## src/rtl/spi_ram_arbiter.sv

```systemverilog
`default_nettype none
// ============================================================================
//  Module   : spi_ram_arbiter
//  Purpose  : Shares one single-port RAM between an SPI-slave command stream
//             and a host port. The SPI side sets write/read addresses and
//             posts one data access at a time. Contention is resolved
//             round-robin. Read data returns two cycles after the RAM strobe.
//  Revision : 1.0 - initial release
// ============================================================================
module spi_ram_arbiter #(
    parameter int ADDR_WIDTH = 8,
    parameter int DATA_WIDTH = 8
) (
    input  logic                  clk,
    input  logic                  rst,
    input  logic [ADDR_WIDTH+1:0] rx_data,
    input  logic                  rx_valid,
    output logic [DATA_WIDTH-1:0] tx_data,
    output logic                  tx_valid,
    input  logic                  host_req,
    input  logic                  host_we,
    input  logic [ADDR_WIDTH-1:0] host_addr,
    input  logic [DATA_WIDTH-1:0] host_wdata,
    output logic                  host_gnt,
    output logic [DATA_WIDTH-1:0] host_rdata,
    output logic                  host_rvalid,
    output logic                  ram_en,
    output logic                  ram_we,
    output logic [ADDR_WIDTH-1:0] ram_addr,
    output logic [DATA_WIDTH-1:0] ram_wdata,
    input  logic [DATA_WIDTH-1:0] ram_rdata,
    output logic                  spi_ovf
);

    // FSM encoding
    localparam logic [1:0] c_IDLE    = 2'd0;
    localparam logic [1:0] c_ISSUE   = 2'd1;
    localparam logic [1:0] c_RD_WAIT = 2'd2;

    // SPI command field values
    localparam logic [1:0] c_CMD_WADDR = 2'b00;
    localparam logic [1:0] c_CMD_RADDR = 2'b10;

    // Identity of the requester served last
    localparam logic c_SRV_HOST = 1'b0;
    localparam logic c_SRV_SPI  = 1'b1;

    logic [1:0]            r_state;
    logic                  r_rx_valid_q;
    logic [ADDR_WIDTH-1:0] r_wr_addr;
    logic [ADDR_WIDTH-1:0] r_rd_addr;
    logic                  r_spi_pend;
    logic                  r_spi_we;
    logic [ADDR_WIDTH-1:0] r_spi_addr;
    logic [DATA_WIDTH-1:0] r_spi_wdata;
    logic                  r_spi_ovf;
    logic                  r_last_srv;
    logic                  r_win_spi;
    logic                  r_ram_en;
    logic                  r_ram_we;
    logic [ADDR_WIDTH-1:0] r_ram_addr;
    logic [DATA_WIDTH-1:0] r_ram_wdata;
    logic                  r_host_gnt;
    logic [DATA_WIDTH-1:0] r_host_rdata;
    logic                  r_host_rvalid;
    logic [DATA_WIDTH-1:0] r_tx_data;
    logic                  r_tx_valid;

    logic [1:0]            w_cmd;
    logic [ADDR_WIDTH-1:0] w_payload;
    logic [DATA_WIDTH-1:0] w_payload_data;
    logic                  w_accept;
    logic                  w_data_cmd;
    logic                  w_spi_win;
    logic                  w_spi_free;

    assign w_cmd     = rx_data[ADDR_WIDTH+1:ADDR_WIDTH];
    assign w_payload = rx_data[ADDR_WIDTH-1:0];

    // Write data comes from the payload field; fit it to the RAM data width.
    generate
        if (DATA_WIDTH <= ADDR_WIDTH) begin : g_pl_trunc
            assign w_payload_data = w_payload[DATA_WIDTH-1:0];
        end else begin : g_pl_ext
            assign w_payload_data = {{(DATA_WIDTH-ADDR_WIDTH){1'b0}}, w_payload};
        end
    endgenerate

    // Only a low-to-high transition of rx_valid delivers a word.
    assign w_accept   = rx_valid & ~r_rx_valid_q;
    // Commands 01 and 11 are the ones that need a RAM access.
    assign w_data_cmd = w_accept & w_cmd[0];
    // SPI wins when it is alone, or on a tie when the host went last.
    assign w_spi_win  = r_spi_pend & (~host_req | (r_last_srv == c_SRV_HOST));
    // The pending SPI slot is released while its own access is on the RAM.
    assign w_spi_free = (r_state == c_ISSUE) & r_win_spi;

    // Command decode, pending-slot bookkeeping, arbitration and access FSM.
    always_ff @(posedge clk) begin
        if (rst) begin
            r_state       <= c_IDLE;
            r_rx_valid_q  <= 1'b0;
            r_wr_addr     <= '0;
            r_rd_addr     <= '0;
            r_spi_pend    <= 1'b0;
            r_spi_we      <= 1'b0;
            r_spi_addr    <= '0;
            r_spi_wdata   <= '0;
            r_spi_ovf     <= 1'b0;
            r_last_srv    <= c_SRV_HOST;
            r_win_spi     <= 1'b0;
            r_ram_en      <= 1'b0;
            r_ram_we      <= 1'b0;
            r_ram_addr    <= '0;
            r_ram_wdata   <= '0;
            r_host_gnt    <= 1'b0;
            r_host_rdata  <= '0;
            r_host_rvalid <= 1'b0;
            r_tx_data     <= '0;
            r_tx_valid    <= 1'b0;
        end else begin
            r_rx_valid_q  <= rx_valid;
            r_host_gnt    <= 1'b0;
            r_host_rvalid <= 1'b0;

            if (w_accept) begin
                r_tx_valid <= 1'b0;
                case (w_cmd)
                    c_CMD_WADDR: r_wr_addr <= w_payload;
                    c_CMD_RADDR: r_rd_addr <= w_payload;
                    default:     ;
                endcase
            end

            // A data command fills the slot if it is empty or being freed
            // this very cycle; otherwise it is lost and flagged.
            if (w_data_cmd) begin
                if (!r_spi_pend || w_spi_free) begin
                    r_spi_pend  <= 1'b1;
                    r_spi_we    <= ~w_cmd[1];
                    r_spi_addr  <= w_cmd[1] ? r_rd_addr : r_wr_addr;
                    r_spi_wdata <= w_payload_data;
                end else begin
                    r_spi_ovf <= 1'b1;
                end
            end else if (w_spi_free) begin
                r_spi_pend <= 1'b0;
            end

            case (r_state)
                c_IDLE: begin
                    if (r_spi_pend || host_req) begin
                        r_state    <= c_ISSUE;
                        r_ram_en   <= 1'b1;
                        r_win_spi  <= w_spi_win;
                        r_last_srv <= w_spi_win ? c_SRV_SPI : c_SRV_HOST;
                        r_host_gnt <= ~w_spi_win;
                        if (w_spi_win) begin
                            r_ram_we    <= r_spi_we;
                            r_ram_addr  <= r_spi_addr;
                            r_ram_wdata <= r_spi_wdata;
                        end else begin
                            r_ram_we    <= host_we;
                            r_ram_addr  <= host_addr;
                            r_ram_wdata <= host_wdata;
                        end
                    end
                end
                c_ISSUE: begin
                    r_ram_en <= 1'b0;
                    r_state  <= r_ram_we ? c_IDLE : c_RD_WAIT;
                end
                c_RD_WAIT: begin
                    r_state <= c_IDLE;
                    if (r_win_spi) begin
                        r_tx_data  <= ram_rdata;
                        r_tx_valid <= 1'b1;
                    end else begin
                        r_host_rdata  <= ram_rdata;
                        r_host_rvalid <= 1'b1;
                    end
                end
                default: begin
                    r_state  <= c_IDLE;
                    r_ram_en <= 1'b0;
                end
            endcase
        end
    end

    assign tx_data     = r_tx_data;
    assign tx_valid    = r_tx_valid;
    assign host_gnt    = r_host_gnt;
    assign host_rdata  = r_host_rdata;
    assign host_rvalid = r_host_rvalid;
    assign ram_en      = r_ram_en;
    assign ram_we      = r_ram_we;
    assign ram_addr    = r_ram_addr;
    assign ram_wdata   = r_ram_wdata;
    assign spi_ovf     = r_spi_ovf;

endmodule
`default_nettype wire

```

## config.mk

```make
export PLATFORM = sky130hd
export DESIGN_NAME = spi_ram_arbiter
export DESIGN_NICKNAME = d
export VERILOG_FILES = /design/src/rtl/spi_ram_arbiter.sv
export SDC_FILE = /design/constraint.sdc
export NUM_CORES = 1
export LEC_CHECK = 0
export CORE_MARGIN = 2
export CORE_UTILIZATION = 40
export CTS_BUF_LIST = sky130_fd_sc_hd__clkbuf_8 sky130_fd_sc_hd__clkbuf_16
export DETAILED_ROUTE_END_ITERATION = 8
export PLACE_DENSITY = 0.67
export SLEW_MARGIN = 25
export SYNTH_ARGS = -nofsm -noshare
export SYNTH_HDL_FRONTEND = slang
export SYNTH_SLANG_ARGS = --single-unit
```

## constraint.sdc

```tcl
create_clock -name clk -period 2.11 [get_ports clk]
set_clock_uncertainty 0.1 [all_clocks]
set_input_delay 0.422 -clock clk [delete_from_list [all_inputs] [get_ports clk]]
set_output_delay 0.422 -clock clk [all_outputs]
set_load 0.05 [all_outputs]
```

==> results of run 1 <==
## final cells by class
type,instances,area (um2)
multi-input cells,205,1500
repair buffers,95,933.4
inverters,9,33.78
clock buffers,9,123.9
clock inverters,7,67.56
well taps,102,127.6
flip-flops and latches,76,1521
fillers,693,3420
## flip-flops by register name, summed over array words and instances (netlist names), 8 cells and up
name,flops
host_rdata,8
r_rd_addr,8
r_spi_addr,8
r_spi_wdata,8
r_wr_addr,8
ram_addr,8
ram_wdata,8
tx_data,8
## cell families (layout without fill, tap and decap cells)
logic type / after synthesis / count (layout) / synth area share
flops: 76 / 76 / 0.4787
mux: 58 / 58 / 0.1862
compound gates: 68 / 68 / 0.1524
simple gates: 79 / 79 / 0.1287
buf+inv: 34 / 120 / 0.05393
## layer usage
metal  wire length [um]  track usage  part of all wire  up-vias
met2               3255       0.2808              0.46       58
met1               3435       0.2241              0.48     1135
li1                   -            -                 -     1264
met3                328      0.03384             0.046       10
met5                  0            0                 0        -
met4                124      0.08088             0.017        0
## report_power, final
part           internal [W]  switching (W)  total, W
clock              0.000539       0.000542   0.00108
sequential          0.00151      0.0000492   0.00156
combinational      0.000288       0.000377  0.000664
total               0.00234       0.000968   0.00331
## layout by cell type, fill, tap and decap left out, types with 10 or more instances in the layout
master	count
dfxtp_1	76
clkdlybuf4s50_1	74
nand2_1	17
a211oi_1	23
nor2_1	30
a21oi_1	30
a211oi_2	10
mux2i_1	49
buf_4	17
nand2b_1	17
## worst min-delay path by stage
stage,start,end,slack (ps),depth (start not counted)
detailed placement,r_wr_addr[0],r_wr_addr[0],350,2
finish,r_wr_addr[0],r_wr_addr[0],360,2
global route,r_spi_addr[4],r_spi_addr[4],380,2
CTS,r_wr_addr[0],r_wr_addr[0],360,2
floorplan,r_spi_addr[0],r_spi_addr[0],330,2
global placement,r_wr_addr[6],r_wr_addr[6],340,2
## stage by stage
stage               area, um2  hold slack [ps]  total power [W]  instances  setup WS, ps
finish                   4308            355.6         0.003309        503         64.42
global route             4308            384.9         0.003452        503         20.78
CTS                      4308            361.0         0.003346        503         49.43
detailed placement       4116            348.8         0.002264        487         51.00
global placement         4116            341.4         0.002256        487         59.42
floorplan                3178            333.5         0.002019        315         607.8
==> flow_summary.toml, run 1 <==
[worst_setup_path]
path_buf_inv = 1
path_delay_family = "buffers and inverters"
r2r_cells = 5
rrSetupSlack_ps = 480
r2r_start = "r_last_srv"
critPathMaxFanout = 3
cpMaxStageDelayCell = "clkdlybuf4s50_1"
crit_path_end_kind = "output pin"
crit_chain = "clkdlybuf4s50_1"
r2r_end = "r_spi_wdata[5]"
critPathLaunchType = "flip-flop"
path_depth = 1
crit_path_end = "ram_we"
crit_type = "flip-flop to output pin"
critical_path.max_stage_delay_ps = 810
worstPathArrival_ps = 1520
worst_ep_required_time_ps = 1590
crit_start = "ram_we"

[sta]
relSlewSlack = 0.5750
setup_viol = 0
max_freq_mhz = 488.9
drv_slew = 0
tns_ps = 0
rsz0062_at_grt = "no"
hold_viol = 0
tightestPinTransition_ps = 635.6
finalCriticalPeriod_ps = 2046
post-route-period-util = 0.9695

[logic_synthesis]
synth.avg_cell_area_um2 = 10.09
yosysMostFrequentCell = "dfxtp_1"
synth_top_cell_by_area = "dfxtp_1"
synth_area_um2 = 3178
yosysSeqAreaShare = 0.4787
synth_nets = 354
synth_top_area_share = 0.4787
synth-async-reset-ratio = 0
syn-instance-count = 315
ys_top_cells_by_count = "76 x dfxtp_1, 49 x mux2i_1, 30 x a21oi_1, 30 x nor2_1, 23 x a211oi_1"
synth_edf_count = 0
ys_ff_latch = 76
yosys_warnings = 0
synthFlopType = "dfxtp_1"
synth_cell_types = 32
yosys-top-cells-area = "dfxtp_1 48%, mux2i_1 15%, a211oi_1 5.4%, a21oi_1 4.7%, a211oi_2 3.9%"

[detailed_routing]
drt_wl_total_mm = 7.143
drtPass1Iterations = 4
ant_nets = 0
drc = 0
vias = 2467
vias_per_cell = 4.905
drt_iter0_drc = 97
wire_per_inst_um = 14.20

[global_route]
grt_overflow = 0
antenna_found_initial = 0
grt_max_degree = 26
grt_pass1_vias = 2437
grt_pass1_wl_mm = 11.73
groute.usage.overall = 0.1738

[job]
drv_cap = 0

[floorplan]
start_util = 0.4113
die_h_um = 93.14
fp-row-count = 32
ios = 77
die_w_um = 93.14
core_region_area_um2 = 7727
die_area_um2 = 8674

[pwr]
p_leak_nw = 1.591
vdd_drop_max_v = 0.0003652
p_per_area_nw_per_um2 = 768.1

[cts]
cts_tree = "built"
cts_sinks = 76
post_cts_buffers = 0
clkSlewWorstSetupHoldPaths_ps = 80
clk_latency_ps = 350
cts_root_buf = "clkbuf_8"
holdBufCountCts = 0
cts_buffer_depth = 2
cts-buffers-inserted = 9
htreeDepth = 3
cts_repair_resize_count = 0

[layout]
layout-drive-gt1-share = 0.1571
area_growth_pct = 35.55
nets = 435
n_antenna_cell = 0
finish.utilization = 0.5575

[min_path]
hold_path_class = "flip-flop to flip-flop"

[run_status]
outcome = "finished, final reports clean"

[placed_design]
portBuffers = 76
hpwl_mm = 5.273
gp_congestion = 0.8278
No activity file was read; power rests on OpenSTA's default activity.
==> inputs of run 2 (changes only) <==
Settings changed: CTS_CLUSTER_DIAMETER set to 80, HOLD_SLACK_MARGIN set to 0.02.
==> results of run 2 <==
The final DEF is identical to that of run 1; final timing and power are the same.
